$ cat src/rtl/jellyvl_etherneco_synctimer_cmdgen.sv
// Sync-timer command generator: serialises {cmd, time, offset} as a byte stream,
// then measures the round trip until the returned frame ends or the wait times out.
//
// state   | meaning
// --------+---------------------------------------------------------------
// ST_IDLE | waiting for sync_start; frame register idle
// ST_SEND | frame bytes presented on m_cmd_tx_*, advancing on valid & ready
// ST_WAIT | frame sent; waiting for res_rx_end or timeout expiry
module jellyvl_etherneco_synctimer_cmdgen #(
  parameter int TIMER_WIDTH  = 64,
  parameter int OFFSET_WIDTH = 32,
  parameter int RTT_WIDTH    = 16,
  parameter int TIMEOUT      = 1000
) (
  input  logic                    clk,
  input  logic                    reset,
  input  logic [TIMER_WIDTH-1:0]  current_time,
  input  logic [OFFSET_WIDTH-1:0] offset,
  input  logic                    sync_start,
  input  logic                    sync_override,
  output logic                    sync_busy,
  output logic                    sync_drop,
  output logic [7:0]              m_cmd_tx_data,
  output logic                    m_cmd_tx_last,
  output logic                    m_cmd_tx_valid,
  input  logic                    m_cmd_tx_ready,
  input  logic                    res_rx_end,
  input  logic                    res_rx_error,
  output logic [RTT_WIDTH-1:0]    rtt,
  output logic                    rtt_valid,
  output logic                    rtt_timeout
);

  localparam int FRAME_BYTES = 1 + TIMER_WIDTH / 8 + OFFSET_WIDTH / 8;
  localparam int FRAME_BITS  = FRAME_BYTES * 8;
  localparam int CNT_WIDTH   = $clog2(FRAME_BYTES + 1);

  typedef enum logic [1:0] {
    ST_IDLE,
    ST_SEND,
    ST_WAIT
  } state_t;

  state_t                 state;
  state_t                 state_next;
  logic [FRAME_BITS-1:0]  frame;
  logic [CNT_WIDTH-1:0]   byte_cnt;
  logic [RTT_WIDTH-1:0]   rtt_cnt;
  logic [RTT_WIDTH-1:0]   rtt_cnt_inc;
  logic [RTT_WIDTH-1:0]   wait_tmr;
  logic                   tx_accept;
  logic                   tx_final;
  logic                   wait_expired;

  assign tx_accept    = (state == ST_SEND) && m_cmd_tx_ready;
  assign tx_final     = (byte_cnt == CNT_WIDTH'(1));
  assign wait_expired = (wait_tmr == '0);
  assign rtt_cnt_inc  = (&rtt_cnt) ? rtt_cnt : rtt_cnt + RTT_WIDTH'(1);

  assign m_cmd_tx_valid = (state == ST_SEND);
  assign m_cmd_tx_last  = (state == ST_SEND) && tx_final;
  assign m_cmd_tx_data  = frame[7:0];
  assign sync_busy      = (state != ST_IDLE);

  always_ff @(posedge clk or negedge reset) begin
    if (!reset) begin
      state <= ST_IDLE;
    end else begin
      state <= state_next;
    end
  end

  always_comb begin
    state_next = state;
    case (state)
      ST_IDLE: if (sync_start) state_next = ST_SEND;
      ST_SEND: if (tx_accept && tx_final) state_next = ST_WAIT;
      ST_WAIT: if (res_rx_end || wait_expired) state_next = ST_IDLE;
      default: state_next = ST_IDLE;
    endcase
  end

  always_ff @(posedge clk or negedge reset) begin
    if (!reset) begin
      frame       <= '0;
      byte_cnt    <= '0;
      rtt_cnt     <= '0;
      wait_tmr    <= '0;
      rtt         <= '0;
      rtt_valid   <= 1'b0;
      rtt_timeout <= 1'b0;
      sync_drop   <= 1'b0;
    end else begin
      sync_drop   <= sync_start && (state != ST_IDLE);
      rtt_valid   <= 1'b0;
      rtt_timeout <= 1'b0;
      case (state)
        ST_IDLE: begin
          if (sync_start) begin
            frame    <= {offset, current_time, 7'b0, sync_override};
            byte_cnt <= CNT_WIDTH'(FRAME_BYTES);
            rtt_cnt  <= '0;
          end
        end
        ST_SEND: begin
          rtt_cnt <= rtt_cnt_inc;
          if (tx_accept) begin
            frame    <= frame >> 8;
            byte_cnt <= byte_cnt - CNT_WIDTH'(1);
            if (tx_final) wait_tmr <= RTT_WIDTH'(TIMEOUT - 1);
          end
        end
        ST_WAIT: begin
          rtt_cnt <= rtt_cnt_inc;
          // a response arriving on the expiry cycle still counts as a response
          if (res_rx_end) begin
            if (!res_rx_error) begin
              rtt       <= rtt_cnt_inc;
              rtt_valid <= 1'b1;
            end
          end else if (wait_expired) begin
            rtt_timeout <= 1'b1;
          end else begin
            wait_tmr <= wait_tmr - RTT_WIDTH'(1);
          end
        end
        default: ;
      endcase
    end
  end

endmodule
$ cat config.mk
export PLATFORM = sky130hd
export DESIGN_NAME = jellyvl_etherneco_synctimer_cmdgen
export DESIGN_NICKNAME = d
export VERILOG_FILES = /design/src/rtl/jellyvl_etherneco_synctimer_cmdgen.sv
export SDC_FILE = /design/constraint.sdc
export NUM_CORES = 1
export LEC_CHECK = 0
export CORE_ASPECT_RATIO = 0.75
export CORE_MARGIN = 3
export CORE_UTILIZATION = 40
export CTS_CLUSTER_SIZE = 8
export DETAILED_ROUTE_END_ITERATION = 8
export HOLD_SLACK_MARGIN = 0.06
export SETUP_SLACK_MARGIN = 0.15
export SLEW_MARGIN = 20
export SYNTH_ARGS = -nofsm -noshare
export SYNTH_HDL_FRONTEND = slang
export SYNTH_SLANG_ARGS = --single-unit
export TNS_END_PERCENT = 50
$ cat constraint.sdc
create_clock -name clk -period 3.83 [get_ports clk]
set_input_delay 0.5745 -clock clk [delete_from_list [all_inputs] [get_ports clk]]
set_output_delay 0.5745 -clock clk [all_outputs]
set_load 0.05 [all_outputs]
==> impl_metrics.json, run 1 <==
{
  "outcome": "completed",
  "rr_endpoint": "frame[64]$_DFFE_PN0P_",
  "power_leakage_uw": 0.004194,
  "synth_seq_cells": 161,
  "internal_power_uw": 4509,
  "fin_ws_ps": 753.5,
  "root_buffer": "clkbuf_16",
  "synth_edf_count": 0,
  "rsz0062_at_grt": "no",
  "met2_length_mm": 9.050,
  "viasPerCell": 5.327,
  "grt-ovfl-total": 0,
  "switchingPower_uw": 3074,
  "async_reset_ff_share_pct": 100.0,
  "ctsResizeCount": 0,
  "num_rows": 43,
  "grt_pass1_vias": 6076,
  "fin_crit_sh_pct": 80.33,
  "hold_path_class": "primary input to asynchronous set/reset pin",
  "critPathMaxStageDelay_ps": 890,
  "grt_max_degree": 108,
  "antenna_found_initial": 1,
  "power_density_nw_per_um2": 767.9,
  "yosys_warnings": 0,
  "die_area_um2": 21540,
  "p_clk_share_pct": 22.5,
  "cp_max_fo": 9,
  "switching_share_pct": 40.54,
  "drive_gt1_share_pct": 6.674,
  "core_area_um2": 18940,
  "syn_inst": 785,
  "tightest_slew_ps": 1001,
  "cts_tree": "yes",
  "io_pins": 133,
  "post-route-min-period_ps": 3077,
  "ctsHoldBuffers": 0,
  "start_kind": "flip-flop",
  "ff2ff_path_depth": 7,
  "ff2ff_setup_slack_ps": 1060,
  "seqPwrFrac_pct": 36.7,
  "required_ps": 3260,
  "max_freq_mhz": 325.0,
  "layout.nets": 997,
  "synth_area_um2": 7920,
  "setup_viol": 0,
  "synth.distinct_cells": 61,
  "clock_path_buffers": 2,
  "cts_max_level": 4,
  "top_layer": "met5",
  "worstSetupEndpointType": "output port",
  "worstSetupPathType": "flip-flop to output port",
  "grtUsageTotal_pct": 19.22,
  "drc_errors": 0,
  "wl_met1_mm": 9.755,
  "cts_num_sinks": 161,
  "pre_cts_ws_ps": 1084,
  "slew_violations": 0,
  "timing.slew.headroom_pct": 33.24,
  "arrival_ps": 2500,
  "crit_path_cell_trace": "inv_1 > ha_4 > nand2_1 > nor3_1 > clkdlybuf4s50_1",
  "p_comb_share_pct": 40.8,
  "worstSetupStartpoint": "state[1]$_DFFE_PN0P_",
  "finalHoldViolCount": 0,
  "drtAntennaViolNets": 0,
  "setup_tns_ps": 0,
  "gp_congestion": 0.8612,
  "cts.reportedPaths.clkPinSlew_ps": 70,
  "port_buffers": 132,
  "die_w_um": 168.5,
  "clock_latency_ps": 430,
  "drt_pass1_iterations": 5,
  "diodes": 0,
  "r2r-start": "state[1]$_DFFE_PN0P_",
  "yosysSeqAreaShare_pct": 50.87,
  "cts_buffers": 17,
  "met3_length_mm": 1.109,
  "grt_pass1_wl_mm": 32.73,
  "dpl.hpwl_mm": 14.40,
  "die_y_um": 127.9,
  "routed_wl_mm": 20.14,
  "finalClockSkew_ps": 13.42,
  "synth_flop_cell": "dfrtp_1",
  "num_vias": 6105,
  "cts_setup_buffers": 0,
  "avgSynthCellArea_um2": 10.09,
  "max_cap_violations": 0,
  "crit_slowest_cell": "clkdlybuf4s50_1",
  "syn2layout_area_growth_pct": 24.69,
  "wl_per_cell_um": 17.58,
  "start_util_pct": 41.82,
  "peakVddDrop_mv": 0.5423,
  "synth_nets": 896,
  "dr.first_iter.drc_count": 548
}
## critical path, delay by kind of cell, from the launching register on
family                   cells  cell delay, ps
adder cells (fa/ha/maj)      1             210
buffers and inverters        2            1030
flip-flops                   1             400
AND/OR/NAND/NOR              2             440
## power groups by stage
| stage | Combinational [uW] | Clock (uW) | Sequential (uW) |
|---|---|---|---|
| after CTS | 3110 | 1740 | 2790 |
| after detailed placement | 3100 | 0 | 2810 |
| final | 3090 | 1710 | 2790 |
| after global placement | 3000 | 0 | 2780 |
| after floorplan | 2250 | 0 | 2820 |
| after global routing | 3430 | 1820 | 2870 |
## worst max path at each step
stage / slack [ps] / depth (start not counted) / endpoint
6_report: 750 / 5 / m_cmd_tx_last
5_1_grt: 630 / 5 / m_cmd_tx_last
4_1_cts: 800 / 5 / m_cmd_tx_last
3_5_place_dp: 1080 / 7 / frame[64]$_DFFE_PN0P_
3_3_place_gp: 1230 / 6 / frame[47]$_DFFE_PN0P_
2_1_floorplan: 340 / 7 / m_cmd_tx_last
## through the flow
stage	util, %	total power, uW	instances	area [um2]	hold WS [ps]
after global placement	49.07	5785	1114	9293	450.8
after floorplan	-	5069	785	7920	278.9
after global routing	52.15	8129	1146	9876	115.3
final	52.15	7584	1146	9876	90.09
after CTS	52.15	7645	1146	9876	111.9
after detailed placement	49.07	5914	1114	9293	469.8
## cell families after synthesis
logic type                 synth area share, %
and+or+nand+nor                          14.03
AOI/OAI and AO/OA                        14.39
DFF                                      50.87
muxes                                    13.06
buffers and inverters                    5.276
xor gates and xnor gates                 1.106
adders and majority gates                1.264
## registers in the layout (all words and copies together) (netlist names), 2 cells and up
signal    cells
byte_cnt      4
frame       104
rtt          16
rtt_cnt      16
state         2
wait_tmr     16
## Yosys cell counts (3+ instances only)
master | count | area share (%)
o22ai_1 | 4 | 0.32
mux2i_1 | 100 | 13
buf_4 | 9 | 0.85
o21ai_0 | 112 | 7.1
buf_6 | 8 | 1.1
nor3_2 | 3 | 0.38
nor2_1 | 31 | 1.5
o41ai_1 | 3 | 0.33
clkbuf_1 | 20 | 0.95
or3_1 | 3 | 0.24
and4_1 | 5 | 0.55
nand2_1 | 136 | 6.4
clkbuf_8 | 4 | 0.70
o21ai_1 | 15 | 0.95
ha_1 | 8 | 1.3
mux2_2 | 3 | 0.43
a22o_1 | 17 | 1.9
nor2b_1 | 3 | 0.24
a31oi_1 | 8 | 0.63
or2_2 | 3 | 0.24
a21o_1 | 3 | 0.28
a21oi_1 | 13 | 0.82
and3_1 | 4 | 0.32
nand4_1 | 10 | 0.79
dfrtp_1 | 161 | 51
buf_1 | 3 | 0.14
inv_1 | 12 | 0.57
or4_1 | 3 | 0.28
nand3_1 | 13 | 0.82
nand2b_1 | 4 | 0.32
buf_2 | 13 | 0.82
xnor2_1 | 4 | 0.44
nor3_1 | 4 | 0.25
xor2_1 | 6 | 0.66
o211ai_1 | 4 | 0.38
a311oi_1 | 3 | 0.33
## per-layer routing
metal	GRT usage, %	up-vias
met3	4.901	22
met1	28.53	2930
li1	-	2976
met4	4.425	2
met5	0	-
met2	28.35	175
## final cells by class
| cell class | count | area (um2) |
|---|---|---|
| clock buffer | 17 | 425.4 |
| clock inverter | 15 | 157.7 |
| inverter | 13 | 48.80 |
| multi-input combinational | 553 | 3486 |
| tap | 247 | 309.0 |
| sequential | 161 | 4029 |
| fill | 1685 | 9062 |
| timing repair buffer | 140 | 1420 |
## layout by cell type, fill, tap and decap left out, types with 6 or more instances in the layout
master / n
a21oi_1: 13
xor2_1: 6
mux2i_1: 100
clkdlybuf4s50_1: 131
inv_1: 12
nand2_1: 136
dfrtp_1: 161
a22o_1: 17
nor2_1: 31
o21ai_0: 111
o21ai_1: 16
nand3_1: 13
a31oi_1: 8
ha_1: 7
clkbuf_16: 17
nand4_1: 10
(Power assumes the default switching activity.)
==> inputs of run 2 (changes only) <==
- PLACE_DENSITY: unset -> 0.65
- clock period: 3.83 -> 2.83 ns (I/O delays scaled with it)
==> run 2 against run 1 <==
  * Routed wire length down 3.5%
  * Core utilization up 0.71 points
  * Count of clock-buffer cells in the layout unchanged
  * Clock power up 33%
==> impl_metrics.json, run 2 (synthesis gave the netlist of run 1 again) <==
{
  "finalHoldViolCount": 0,
  "cts_tree": "yes",
  "required_ps": 2410,
  "largest_reg_flops": 104,
  "drtAntennaViolNets": 0,
  "fin_crit_sh_pct": 91.78,
  "finalClockSkew_ps": 9.928,
  "drc_errors": 0,
  "crit_path_cell_trace": "inv_1 > ha_1 > inv_1 > clkdlybuf4s50_1",
  "timing.slew.headroom_pct": 56.97,
  "die_area_um2": 21540,
  "die_w_um": 168.5,
  "die_y_um": 127.9,
  "worstSetupPathType": "flip-flop to output port",
  "top_register": "frame",
  "cts_num_sinks": 161,
  "gp_congestion": 0.8873,
  "rsz0062_at_grt": "yes",
  "cts_buffers": 17,
  "ff2ff_path_depth": 7,
  "ff2ff_setup_slack_ps": 630,
  "arrival_ps": 2170,
  "design_area_um2": 10010,
  "hold_ws_ps": 435.8,
  "drt_pass1_iterations": 5,
  "start_kind": "flip-flop",
  "r2r-start": "state[0]$_DFFE_PN0P_",
  "root_buffer": "clkbuf_16",
  "power_leakage_uw": 0.004286,
  "outcome": "completed",
  "setup_tns_ps": 0,
  "hold_path_class": "primary input to asynchronous set/reset pin",
  "dpl.hpwl_mm": 13.99,
  "postLayoutCoreUtil_pct": 52.85,
  "switching_share_pct": 40.94,
  "antenna_found_initial": 0,
  "cp_max_fo": 7,
  "internal_power_uw": 6054,
  "grt_max_degree": 94,
  "fin_cells": 1158,
  "crit_top_cell": "inv_1",
  "seqPwrFrac_pct": 36.6,
  "num_rows": 43,
  "switchingPower_uw": 4195,
  "p_comb_share_pct": 41.3,
  "wl_per_cell_um": 16.79,
  "cp_top_family": "buffers and inverters",
  "grtUsageTotal_pct": 18.60,
  "setup_viol": 0,
  "port_buffers": 132,
  "grt-ovfl-total": 0,
  "tightest_slew_ps": 645.5,
  "power_density_nw_per_um2": 1024,
  "viasPerCell": 5.219,
  "grt_pass1_vias": 5936,
  "clock_latency_ps": 420,
  "dr.first_iter.drc_count": 458,
  "routed_wl_mm": 19.45,
  "grt_pass1_wl_mm": 31.68,
  "worst-path-buf-inv": 3,
  "clock_path_buffers": 2,
  "crit_slowest_cell": "clkdlybuf4s50_1",
  "num_vias": 6044,
  "cts_max_level": 4,
  "syn2layout_area_growth_pct": 26.38,
  "io_pins": 133,
  "dp.cells": 1124,
  "layout_commonest_cell": "dfrtp_1",
  "critPathMaxStageDelay_ps": 810,
  "diodes": 0,
  "max_cap_violations": 0,
  "max_freq_mhz": 385.0,
  "p_clk_share_pct": 22.1,
  "worstSetupEndpointType": "output port",
  "layout.nets": 1009,
  "slew_violations": 0,
  "layout_common_cells": "dfrtp_1, nand2_1, clkdlybuf4s50_1",
  "start_util_pct": 41.82,
  "peakVddDrop_mv": 0.6979,
  "cts.reportedPaths.clkPinSlew_ps": 70,
  "rr_endpoint": "wait_tmr[8]$_DFFE_PN0P_",
  "drive_gt1_share_pct": 8.123,
  "dpl_cell_area_um2": 9399,
  "core_area_um2": 18940,
  "post-route-min-period_ps": 2597
}
==> run 2: layout make-up <==
type	count	area (um2)
Inverter	13	48.80
Tap cell	247	309.0
Clock buffer	17	425.4
Clock inverter	15	160.2
Sequential cell	161	4029
Timing Repair Buffer	152	1540
Fill cell	1708	8929
Multi-Input combinational cell	553	3497
==> run 2: how the worst max path moves through the flow <==
stage,from,end,depth (start not counted)
after global routing,state[0]$_DFFE_PN0P_,sync_busy,4
after CTS,state[1]$_DFFE_PN0P_,m_cmd_tx_last,6
final,state[0]$_DFFE_PN0P_,sync_busy,4
after global placement,m_cmd_tx_ready,wait_tmr[9]$_DFFE_PN0P_,6
after floorplan,state[1]$_DFFE_PN0P_,m_cmd_tx_last,7
after detailed placement,m_cmd_tx_ready,wait_tmr[9]$_DFFE_PN0P_,6
==> run 2: per-stage QoR <==
stage / worst slack (ps) / total power, uW
2_1_floorplan: 201.7 / 6872
3_3_place_gp: 454.7 / 7922
3_5_place_dp: 442.9 / 8032
4_1_cts: 182.5 / 10350
5_1_grt: 131.7 / 11030
6_report: 232.5 / 10250
==> run 2: what timing repair did <==
action | 4_1_cts | 5_1_grt
resized for setup | 1 | 0
hold buffers | 1 | 0
endpoints found under the hold margin | 22 | 0
buffers inserted | 0 | 1
setup endpoints to repair | 1 | 2
==> run 2: layer usage <==
layer / vias to the layer above / GRT usage (%) / wire (um)
li1: 3001 / - / -
met1: 2869 / 28.62 / 9688
met2: 160 / 25.50 / 7965
met3: 14 / 5.857 / 1596
met4: 0 / 4.040 / 195
met5: - / 0 / 0
==> run 2: power groups by stage <==
stage,sequential (uW),combinational [uW],clock (uW)
floorplan,3820,3050,0
global placement,3770,4150,0
detailed placement,3790,4240,0
CTS,3760,4250,2340
global route,3890,4720,2420
finish,3750,4230,2270
==> inputs of run 3 (changes only) <==
- CTS_CLUSTER_SIZE: 8 -> unset
==> results of run 3 <==
Same layout as run 2: the final DEF is identical, and so are final timing and power.
